## src/rtl/dadd_arbiter.sv

```systemverilog
// dadd_arbiter: round-robin arbiter that shares one in-order dadd unit among
// NUM_REQ requesters and routes each result back to the requester that issued it.
//
// Ports:
//   clk, reset            - sole clock; synchronous active-high reset
//   arb_en                - grant enable (outstanding ops keep draining when low)
//   req_valid/req_ready   - per-requester handshake (req_ready is combinational)
//   req_addr/req_data     - packed per-requester address/operand, 32 bits each
//   dadd_in_en/addr/dadd_in      - registered issue to the dadd unit
//   dadd_out_en/addr/dadd_out    - result from the dadd unit (in issue order)
//   rsp_valid/rsp_addr/rsp_data  - registered one-hot routed result
//   outst_cnt             - issued-but-unanswered operation count
//   err_unexp             - one-cycle pulse on a result with nothing outstanding
module dadd_arbiter #(
  parameter int unsigned NUM_REQ   = 4,
  parameter int unsigned MAX_OUTST = 4
) (
  input  logic                   clk,
  input  logic                   reset,
  input  logic                   arb_en,
  input  logic [NUM_REQ-1:0]     req_valid,
  output logic [NUM_REQ-1:0]     req_ready,
  input  logic [NUM_REQ*32-1:0]  req_addr,
  input  logic [NUM_REQ*32-1:0]  req_data,
  output logic                   dadd_in_en,
  output logic [31:0]            dadd_in_addr,
  output logic [31:0]            dadd_in,
  input  logic                   dadd_out_en,
  input  logic [31:0]            dadd_out_addr,
  input  logic [31:0]            dadd_out,
  output logic [NUM_REQ-1:0]     rsp_valid,
  output logic [31:0]            rsp_addr,
  output logic [31:0]            rsp_data,
  output logic [3:0]             outst_cnt,
  output logic                   err_unexp
);

  localparam int unsigned IDX_W = (NUM_REQ > 1) ? $clog2(NUM_REQ) : 1;
  localparam int unsigned PTR_W = (MAX_OUTST > 1) ? $clog2(MAX_OUTST) : 1;
  localparam int unsigned CNT_W = 4;

  logic [IDX_W-1:0]   rr_ptr_q, rr_ptr_d;
  logic [PTR_W-1:0]   wr_ptr_q, wr_ptr_d;
  logic [PTR_W-1:0]   rd_ptr_q, rd_ptr_d;
  logic [CNT_W-1:0]   cnt_q, cnt_d;
  logic [IDX_W-1:0]   tag_mem_q [MAX_OUTST];

  logic               din_en_q, din_en_d;
  logic [31:0]        din_addr_q, din_addr_d;
  logic [31:0]        din_data_q, din_data_d;
  logic [NUM_REQ-1:0] rsp_valid_q, rsp_valid_d;
  logic [31:0]        rsp_addr_q, rsp_addr_d;
  logic [31:0]        rsp_data_q, rsp_data_d;
  logic               err_q, err_d;

  logic               gnt_found;
  logic [IDX_W-1:0]   gnt_idx;
  logic [31:0]        sel_addr, sel_data;
  logic               hs;
  logic               pop;
  logic               unexp;
  logic [IDX_W-1:0]   head_tag;
  int unsigned        cand;

  // Round-robin search: first valid requester at or after rr_ptr, wrapping.
  always_comb begin
    gnt_found = 1'b0;
    gnt_idx   = '0;
    cand      = 0;
    for (int unsigned k = 0; k < NUM_REQ; k++) begin
      cand = 32'(rr_ptr_q) + k;
      if (cand >= NUM_REQ) cand = cand - NUM_REQ;
      if (!gnt_found && req_valid[cand[IDX_W-1:0]]) begin
        gnt_found = 1'b1;
        gnt_idx   = cand[IDX_W-1:0];
      end
    end
  end

  // Payload mux for the granted requester.
  always_comb begin
    sel_addr = '0;
    sel_data = '0;
    for (int i = 0; i < NUM_REQ; i++) begin
      if (IDX_W'(i) == gnt_idx) begin
        sel_addr = req_addr[32*i +: 32];
        sel_data = req_data[32*i +: 32];
      end
    end
  end

  // Credit check uses the registered count only, so a credit freed this cycle
  // cannot be reused until the next one.
  always_comb begin
    hs        = ~reset & arb_en & gnt_found & (cnt_q < CNT_W'(MAX_OUTST));
    req_ready = hs ? (NUM_REQ'(1) << gnt_idx) : '0;
    pop       = dadd_out_en & (cnt_q != '0);
    unexp     = dadd_out_en & (cnt_q == '0);
    head_tag  = tag_mem_q[rd_ptr_q];
  end

  // Next-state and registered-output logic.
  always_comb begin
    rr_ptr_d    = rr_ptr_q;
    wr_ptr_d    = wr_ptr_q;
    rd_ptr_d    = rd_ptr_q;
    cnt_d       = cnt_q;
    din_en_d    = hs;
    din_addr_d  = din_addr_q;
    din_data_d  = din_data_q;
    rsp_valid_d = '0;
    rsp_addr_d  = rsp_addr_q;
    rsp_data_d  = rsp_data_q;
    err_d       = unexp;

    if (hs) begin
      din_addr_d = sel_addr;
      din_data_d = sel_data;
      rr_ptr_d   = (gnt_idx == IDX_W'(NUM_REQ - 1)) ? '0 : gnt_idx + IDX_W'(1);
      wr_ptr_d   = (wr_ptr_q == PTR_W'(MAX_OUTST - 1)) ? '0 : wr_ptr_q + PTR_W'(1);
    end

    if (pop) begin
      rsp_valid_d = NUM_REQ'(1) << head_tag;
      rsp_addr_d  = dadd_out_addr;
      rsp_data_d  = dadd_out;
      rd_ptr_d    = (rd_ptr_q == PTR_W'(MAX_OUTST - 1)) ? '0 : rd_ptr_q + PTR_W'(1);
    end

    case ({hs, pop})
      2'b10:   cnt_d = cnt_q + CNT_W'(1);
      2'b01:   cnt_d = cnt_q - CNT_W'(1);
      default: cnt_d = cnt_q;
    endcase
  end

  // State and output registers.
  always_ff @(posedge clk) begin
    if (reset) begin
      rr_ptr_q    <= '0;
      wr_ptr_q    <= '0;
      rd_ptr_q    <= '0;
      cnt_q       <= '0;
      din_en_q    <= 1'b0;
      din_addr_q  <= '0;
      din_data_q  <= '0;
      rsp_valid_q <= '0;
      rsp_addr_q  <= '0;
      rsp_data_q  <= '0;
      err_q       <= 1'b0;
    end else begin
      rr_ptr_q    <= rr_ptr_d;
      wr_ptr_q    <= wr_ptr_d;
      rd_ptr_q    <= rd_ptr_d;
      cnt_q       <= cnt_d;
      din_en_q    <= din_en_d;
      din_addr_q  <= din_addr_d;
      din_data_q  <= din_data_d;
      rsp_valid_q <= rsp_valid_d;
      rsp_addr_q  <= rsp_addr_d;
      rsp_data_q  <= rsp_data_d;
      err_q       <= err_d;
    end
  end

  // Tag storage needs no reset; entries are only read after being written.
  always_ff @(posedge clk) begin
    if (hs) tag_mem_q[wr_ptr_q] <= gnt_idx;
  end

  assign dadd_in_en   = din_en_q;
  assign dadd_in_addr = din_addr_q;
  assign dadd_in      = din_data_q;
  assign rsp_valid    = rsp_valid_q;
  assign rsp_addr     = rsp_addr_q;
  assign rsp_data     = rsp_data_q;
  assign outst_cnt    = cnt_q;
  assign err_unexp    = err_q;

endmodule

```

## config.mk

```make
export PLATFORM = sky130hd
export DESIGN_NAME = dadd_arbiter
export DESIGN_NICKNAME = d
export VERILOG_FILES = /design/src/rtl/dadd_arbiter.sv
export SDC_FILE = /design/constraint.sdc
export NUM_CORES = 1
export LEC_CHECK = 0
export CAP_MARGIN = 5
export CORE_AREA = 2 2 181 183
export CTS_CLUSTER_DIAMETER = 100
export DETAILED_ROUTE_END_ITERATION = 7
export DIE_AREA = 0 0 183 185
export GPL_TIMING_DRIVEN = 1
export SETUP_SLACK_MARGIN = 0.2
export SLEW_MARGIN = 20
export SYNTH_ARGS = -nofsm -noshare
export SYNTH_HDL_FRONTEND = slang
export SYNTH_SLANG_ARGS = --single-unit
```

## constraint.sdc

```tcl
create_clock -name clk -period 4 [get_ports clk]
set_input_delay 1.2 -clock clk [delete_from_list [all_inputs] [get_ports clk]]
set_output_delay 1.2 -clock clk [all_outputs]
set_load 0.01 [all_outputs]
```

==> out/summary.txt, run 1 <==
RSZ-0062 raised after global routing: true
number of global-route vias before repair: 8441
clock tree sinks: 154
first-pass GRT wire length: 48310 um
post-synth net total: 1248
Initial Util: 0.2274
gr ovfl total: 0
Die Y: 185 um
I/O pin count: 470
reg2reg start: outst_cnt[2]$_SDFFE_PP0P_
crit-path cells: clkdlybuf4s50_1 > nor4b_4 > a21boi_4 > buf_6 > and2_1 > buf_6
CP Capture Type: output pin
reg2reg path depth: 11
layout cells sized above 1: 0.07912
met3 WL: 3074 um
wire length per cell: 18.41 um
Hold Crit Depth: 2
Primary FF master, synth: dfxtp_1
Die ar.: 33860 um2
crit path buf inv count: 3
Mapped Area: 7286 um2
unique cell type count in the Yosys netlist: 34
largest net degree at the start of global routing: 96
Top delay family on crit path: buffers and inverters
Seq cells post-synth: 154
Final Wtd Congestion: 0.8381
relative max-transition margin: 0.4072
Tcrit/Tclk final: 0.9367
Worst Path Required: 2800 ps
asr flop ratio synth: 0
Max stage delay on crit path: 460 ps
Yosys warning count: 0
met1 WL: 12340 um
FMAX: 0.2669 GHz
# DRC: 0
slowest CP cell: clkdlybuf4s50_1
Final setup viols: 0
mean post-synth cell area: 8.024 um2
drt pass-1 iters: 4
maximum clock path buffer count: 2
status: finished, final reports clean
worst vdd ir: 262.3 uV
Final HPWL DP: 24080 um
maxcap violations: 0
Syn Inst Count: 908
critical path type: in -> out
Die Wd: 183 um
CTS tree: built
Routed Antenna Nets: 0
Leak: 0.004981 uW
Worst Hold End: rsp_addr[0]$_SDFFE_PP0N_
Worst Tran Pin Value: 887.2 ps
total track usage: 0.1865
register area share after synthesis: 0.4341
reg2reg end: outst_cnt[2]$_SDFFE_PP0P_
Worst Setup Start Kind: input pin
max layer used: met4
area added between synthesis and finish: 81.30%
post-route insts no fill: 1774
initial antenna violation count: 1
hold buffer count at cts: 0
clk slew on worst S/H paths: 60 ps
Power, Total: 6909 uW
fin. max-slew vios: 0
Cell Rows: 66
vias per std cell: 4.818
H-Tree Depth: 4
Clock Latency Late Sink: 440 ps
Max FO, Critical Path: 4
count of buffers from port buffering: 469
WL met2: 16280 um
Placed Cells: 1737
Final nets: 1692
Post-synth EDFFs: 8
Final min period: 3747 ps
min-delay src: rsp_addr[0]$_SDFFE_PP0N_
root buffer cell: clkbuf_16
Worst Hold Class: reg -> reg
core area: 32040 um2
Final Skew: 9.799 ps
R2R setup slack: 1030 ps
Arrival @ worst endpoint: 2550 ps
power per cell area: 523.1 nW/um2
most used cell, CP: buf_6
CTS Buf Count: 17
Vias: 8548
# fillers: 3232
WL final: 32650 um
endpoints failing hold: 0
Iter 0 DRT Violations: 347
-- sequential cells by signal (all words and copies together), names as in the netlist, 4 cells and up, named ones only --
signal and cells:
rsp_addr 32, dadd_in_addr 32, rsp_valid 4, dadd_in 32
outst_cnt 4, rsp_data 32, tag_mem_q 8
-- stage by stage --
step | worst slack, ps | hold slack, ps | cell area, um2 | setup TNS (ps) | utilization
2_1_floorplan | 166.9 | 454.1 | 7292 | 0 | -
3_3_place_gp | -496.2 | 440.8 | 12520 | -8518 | 0.3909
3_5_place_dp | -501.7 | 446.3 | 12520 | -12100 | 0.3909
4_1_cts | 206.2 | 455.9 | 13160 | 0 | 0.4107
5_1_grt | 176.4 | 471.3 | 13210 | 0 | 0.4122
6_report | 253.0 | 453.0 | 13210 | 0 | 0.4123
-- synth_stat cells, types with 2 or more instances --
library cell | n | share of area
a21oi_1 | 139 | 0.095
and2_1 | 8 | 0.0069
buf_2 | 11 | 0.0076
xor2_1 | 3 | 0.0036
nor4_1 | 2 | 0.0017
a221oi_1 | 65 | 0.078
nor3_1 | 65 | 0.045
edfxtp_1 | 8 | 0.033
o221ai_1 | 2 | 0.0024
inv_2 | 2 | 0.0010
ha_1 | 12 | 0.021
a221o_1 | 64 | 0.088
nor2b_1 | 5 | 0.0043
clkbuf_1 | 73 | 0.038
buf_1 | 4 | 0.0021
nand2_1 | 136 | 0.070
nor2_1 | 73 | 0.038
mux4_2 | 2 | 0.0062
dfxtp_1 | 146 | 0.40
inv_1 | 71 | 0.037
nor4b_1 | 2 | 0.0024
or3_1 | 3 | 0.0026
-- area by class of cell --
cell class                 count  area, um2  area share
tap                          408      510.5     0.03865
inverter                      73      274.0     0.02074
sequential                   154       3163      0.2395
multi-input combinational    592       3598      0.2724
timing repair buffer         514       5050      0.3823
clock inverter                13      156.4     0.01184
clock buffer                  19      454.2     0.03438
antenna                        1      2.502   0.0001894
-- power breakdown --
part           internal (uW)  total (uW)  leakage (uW)  switching (uW)
clock                    924        1670      0.000295             742
combinational           1550        3100       0.00342            1550
sequential              1910        2140       0.00127             224
total                   4390        6910       0.00498            2520
-- metal layers --
layer,vias to the layer above,GRT usage
met3,46,0.07334
met5,-,0
met1,3999,0.1986
met2,363,0.3298
li1,4140,-
met4,0,0.07584
-- worst max path at each step --
stage | to | slack (ps) | from | cells past startpoint
floorplan | req_ready[3] | 170 | req_valid[0] | 8
detailed placement | req_ready[1] | -500 | req_valid[0] | 8
global route | req_ready[3] | 180 | arb_en | 6
CTS | outst_cnt[2]$_SDFFE_PP0P_ | 210 | arb_en | 12
global placement | req_ready[1] | -500 | req_valid[0] | 8
finish | req_ready[3] | 250 | arb_en | 6
-- cells by family after synthesis --
family,synth area share
compound gates,0.2725
mux,0.009101
xor+xnor,0.003607
buf+inv,0.08638
simple gates,0.1736
flops,0.4341
fa+ha+maj,0.02061
-- placed cells by master, fill, tap and decap left out, types with 3 or more instances in the layout --
cell and instances:
xor2_1 3, buf_2 3, edfxtp_1 8, nor2b_1 4
a221o_1 64, a21oi_1 136, clkbuf_16 18, and2_1 6
ha_1 8, inv_8 3, clkinv_4 4, inv_1 68
buf_4 40, dfxtp_1 146, a221oi_1 65, or3_1 3
a21oi_2 3, nor3_1 65, buf_6 5, nor2_1 71
nand2_1 136, inv_2 5, clkdlybuf4s50_1 460
-- tightest hold or removal path, cell delays in order, from the launching register on --
cell and delay (ps):
dfxtp_1 310, nand2_1 50, a21oi_1 50
-- repair_timing --
item,in CTS,in global routing
buffers inserted,2,2
setup endpoints to repair,7,24
resized for setup,32,14
pin swaps,3,5
endpoints found under the hold margin,0,0
Power figures use the tool's default switching activity.
==> run 2, diff against run 1 <==
Settings changed: SKIP_CTS_REPAIR_TIMING from default to 1.
==> out/summary.txt, run 2 (synthesis gave the netlist of run 1 again) <==
status: finished, final reports clean
placed inst area: 12520 um2 (unchanged)
maximum clock path buffer count: 2 (unchanged)
layout cells sized above 1: 0.07399 (-0.005128)
H-Tree Depth: 4 (unchanged)
initial antenna violation count: 1 (unchanged)
Worst Hold Class: reg -> reg
Place WS: -501.7 ps (unchanged)
vias per std cell: 4.826 (+0.16%)
min-delay src: rsp_data[23]$_SDFFE_PP0N_
Clock Power Share: 0.242 (about the same)
endpoints failing hold: 0 (unchanged)
sw frac: 0.3643 (about the same)
number of global-route vias before repair: 8437 (-0.047%)
Worst Tran Pin Value: 897.2 ps (+9.968 ps)
Hold WS: 453.0 ps (+0.004000 ps)
slowest CP cell: clkdlybuf4s50_1
Final Wtd Congestion: 0.8381 (unchanged)
Vias: 8562 (+0.16%)
WL met2: 16250 um (-0.18%)
Comb power frac: 0.449 (about the same)
relative max-transition margin: 0.4006 (-0.006660)
largest net degree at the start of global routing: 96 (unchanged)
# fillers: 3234 (+0.062%)
Tcrit/Tclk final: 0.9390 (+0.002244)
crit-path cells: clkdlybuf4s50_1 > nor4b_4 > a21boi_4 > and2_2 > dlymetal6s2s_1
Placed Cells: 1737 (unchanged)
Die Y: 185 um (unchanged)
Final Skew: 11.65 ps (+1.850 ps)
crit path buf inv count: 2 (-1)
reg2reg start: rr_ptr_q[1]$_SDFFE_PP0P_
commonest non-fill, non-tap cell in the layout: clkdlybuf4s50_1
core area: 32040 um2 (unchanged)
RSZ-0062 raised after global routing: true
Final min period: 3756 ps (+8.976 ps)
Int Power: 4391 uW (about the same)
I/O pin count: 470 (unchanged)
root buffer cell: clkbuf_16
Top delay family on crit path: buffers and inverters
FMAX: 0.2662 GHz (-0.24%)
met3 WL: 3134 um (+2.0%)
Die ar.: 33860 um2 (unchanged)
maxcap violations: 0 (unchanged)
Max FO, Critical Path: 4 (unchanged)
Critical Path Source: arb_en
Reg power frac: 0.310 (about the same)
Leak: 0.005045 uW (+1.3%)
first-pass GRT wire length: 48270 um (about the same)
CTS tree: built
total track usage: 0.1863 (about the same)
CP Capture Type: output pin
critical path type: in -> out
Final setup viols: 0 (unchanged)
power per cell area: 522.6 nW/um2 (about the same)
Final nets: 1692 (unchanged)
worst vdd ir: 261.7 uV (-0.23%)
clk slew on worst S/H paths: 60 ps (about the same)
wire length per cell: 18.38 um (-0.12%)
PnR worst setup slack: 244.0 ps (-8.976 ps)
Cell Rows: 66 (unchanged)
area added between synthesis and finish: 81.42% (about the same)
drt pass-1 iters: 6 (+2)
fin. max-slew vios: 0 (unchanged)
Worst Path Required: 2800 ps (about the same)
Initial Util: 0.2274 (unchanged)
Routed Antenna Nets: 0 (unchanged)
post-route insts no fill: 1774 (unchanged)
# DRC: 0 (unchanged)
count of buffers from port buffering: 469 (unchanged)
gr ovfl total: 0 (unchanged)
Final HPWL DP: 24080 um (unchanged)
Clock Latency Late Sink: 440 ps (about the same)
Max stage delay on crit path: 460 ps (about the same)
final instance area: 13220 um2 (about the same)
CTS Buf Count: 17 (unchanged)
met1 WL: 12290 um (-0.42%)
max layer used: met4
Arrival @ worst endpoint: 2560 ps (about the same)
WL final: 32610 um (-0.12%)
setup TNS: 0 ps (unchanged)
Die Wd: 183 um (unchanged)
P_sw: 2516 uW (about the same)
most frequent cells in the layout: clkdlybuf4s50_1 (460), dfxtp_1 (146), a21oi_1 (138)
Iter 0 DRT Violations: 344 (-0.86%)
Worst Setup Start Kind: input pin
clock tree sinks: 154 (unchanged)
run 2: changes by cell type in the layout (fill, tap and decap cells not counted), moves of 2 or more:
| cell | previous run | this run |
|---|---|---|
| dlymetal6s2s_1 | 0 | 6 |
| buf_6 | 5 | 3 |
| clkdlybuf4s15_1 | 2 | 0 |
| and2_2 | 0 | 2 |
| buf_2 | 3 | 0 |
| a21oi_2 | 3 | 1 |
| nor2_1 | 71 | 73 |
| nor2_2 | 2 | 0 |
| buf_4 | 40 | 42 |
| a21oi_1 | 136 | 138 |
run 2: worst paths after layout:
path	end	slack, ps	cells past startpoint
setup / recovery	req_ready[1]	240	5
hold reg to reg	rsp_data[23]$_SDFFE_PP0N_	450	2
setup reg to reg	dadd_in_addr[6]$_SDFFE_PP0P_	980	12
hold / removal	rsp_data[23]$_SDFFE_PP0N_	450	2
run 2: per-stage QoR:
stage,utilization,total power (uW)
3_5_place_dp,0.3909,5287
2_1_floorplan,-,3690
4_1_cts,0.4099,7015
3_3_place_gp,0.3909,5252
5_1_grt,0.4124,7385
6_report,0.4125,6907
run 2: final cells by class:
| type | instances | area (um2) | area share |
|---|---|---|---|
| diodes | 1 | 2.502 | 0.0001893 |
| flip-flops and latches | 154 | 3163 | 0.2393 |
| well taps | 408 | 510.5 | 0.03862 |
| multi-input cells | 592 | 3583 | 0.2711 |
| repair buffers | 514 | 5074 | 0.3839 |
| clock buffers | 19 | 454.2 | 0.03436 |
| clock inverters | 13 | 156.4 | 0.01183 |
| inverters | 73 | 274.0 | 0.02073 |
run 2: power groups by stage:
stage	clock network, uW	registers (uW)	logic [uW]
after CTS	1750	2140	3130
after global routing	1790	2190	3400
after global placement	0	2160	3100
after detailed placement	0	2170	3120
final	1670	2140	3100
after floorplan	0	2290	1410
run 2: routing by layer:
| layer | track usage | vias to the layer above |
|---|---|---|
| li1 | - | 4140 |
| met1 | 0.1988 | 4001 |
| met2 | 0.3292 | 375 |
| met3 | 0.07334 | 46 |
| met4 | 0.07584 | 0 |
| met5 | 0 | - |
run 2: worst reg2reg max path: cells and delay by family, from the launching register on:
kind | cells | cell delay [ps]
AND/OR/NAND/NOR | 3 | 310
adder cells (fa/ha/maj) | 1 | 120
buffers and inverters | 4 | 1360
flip-flops | 1 | 380
AO/OA/AOI/OAI | 4 | 720
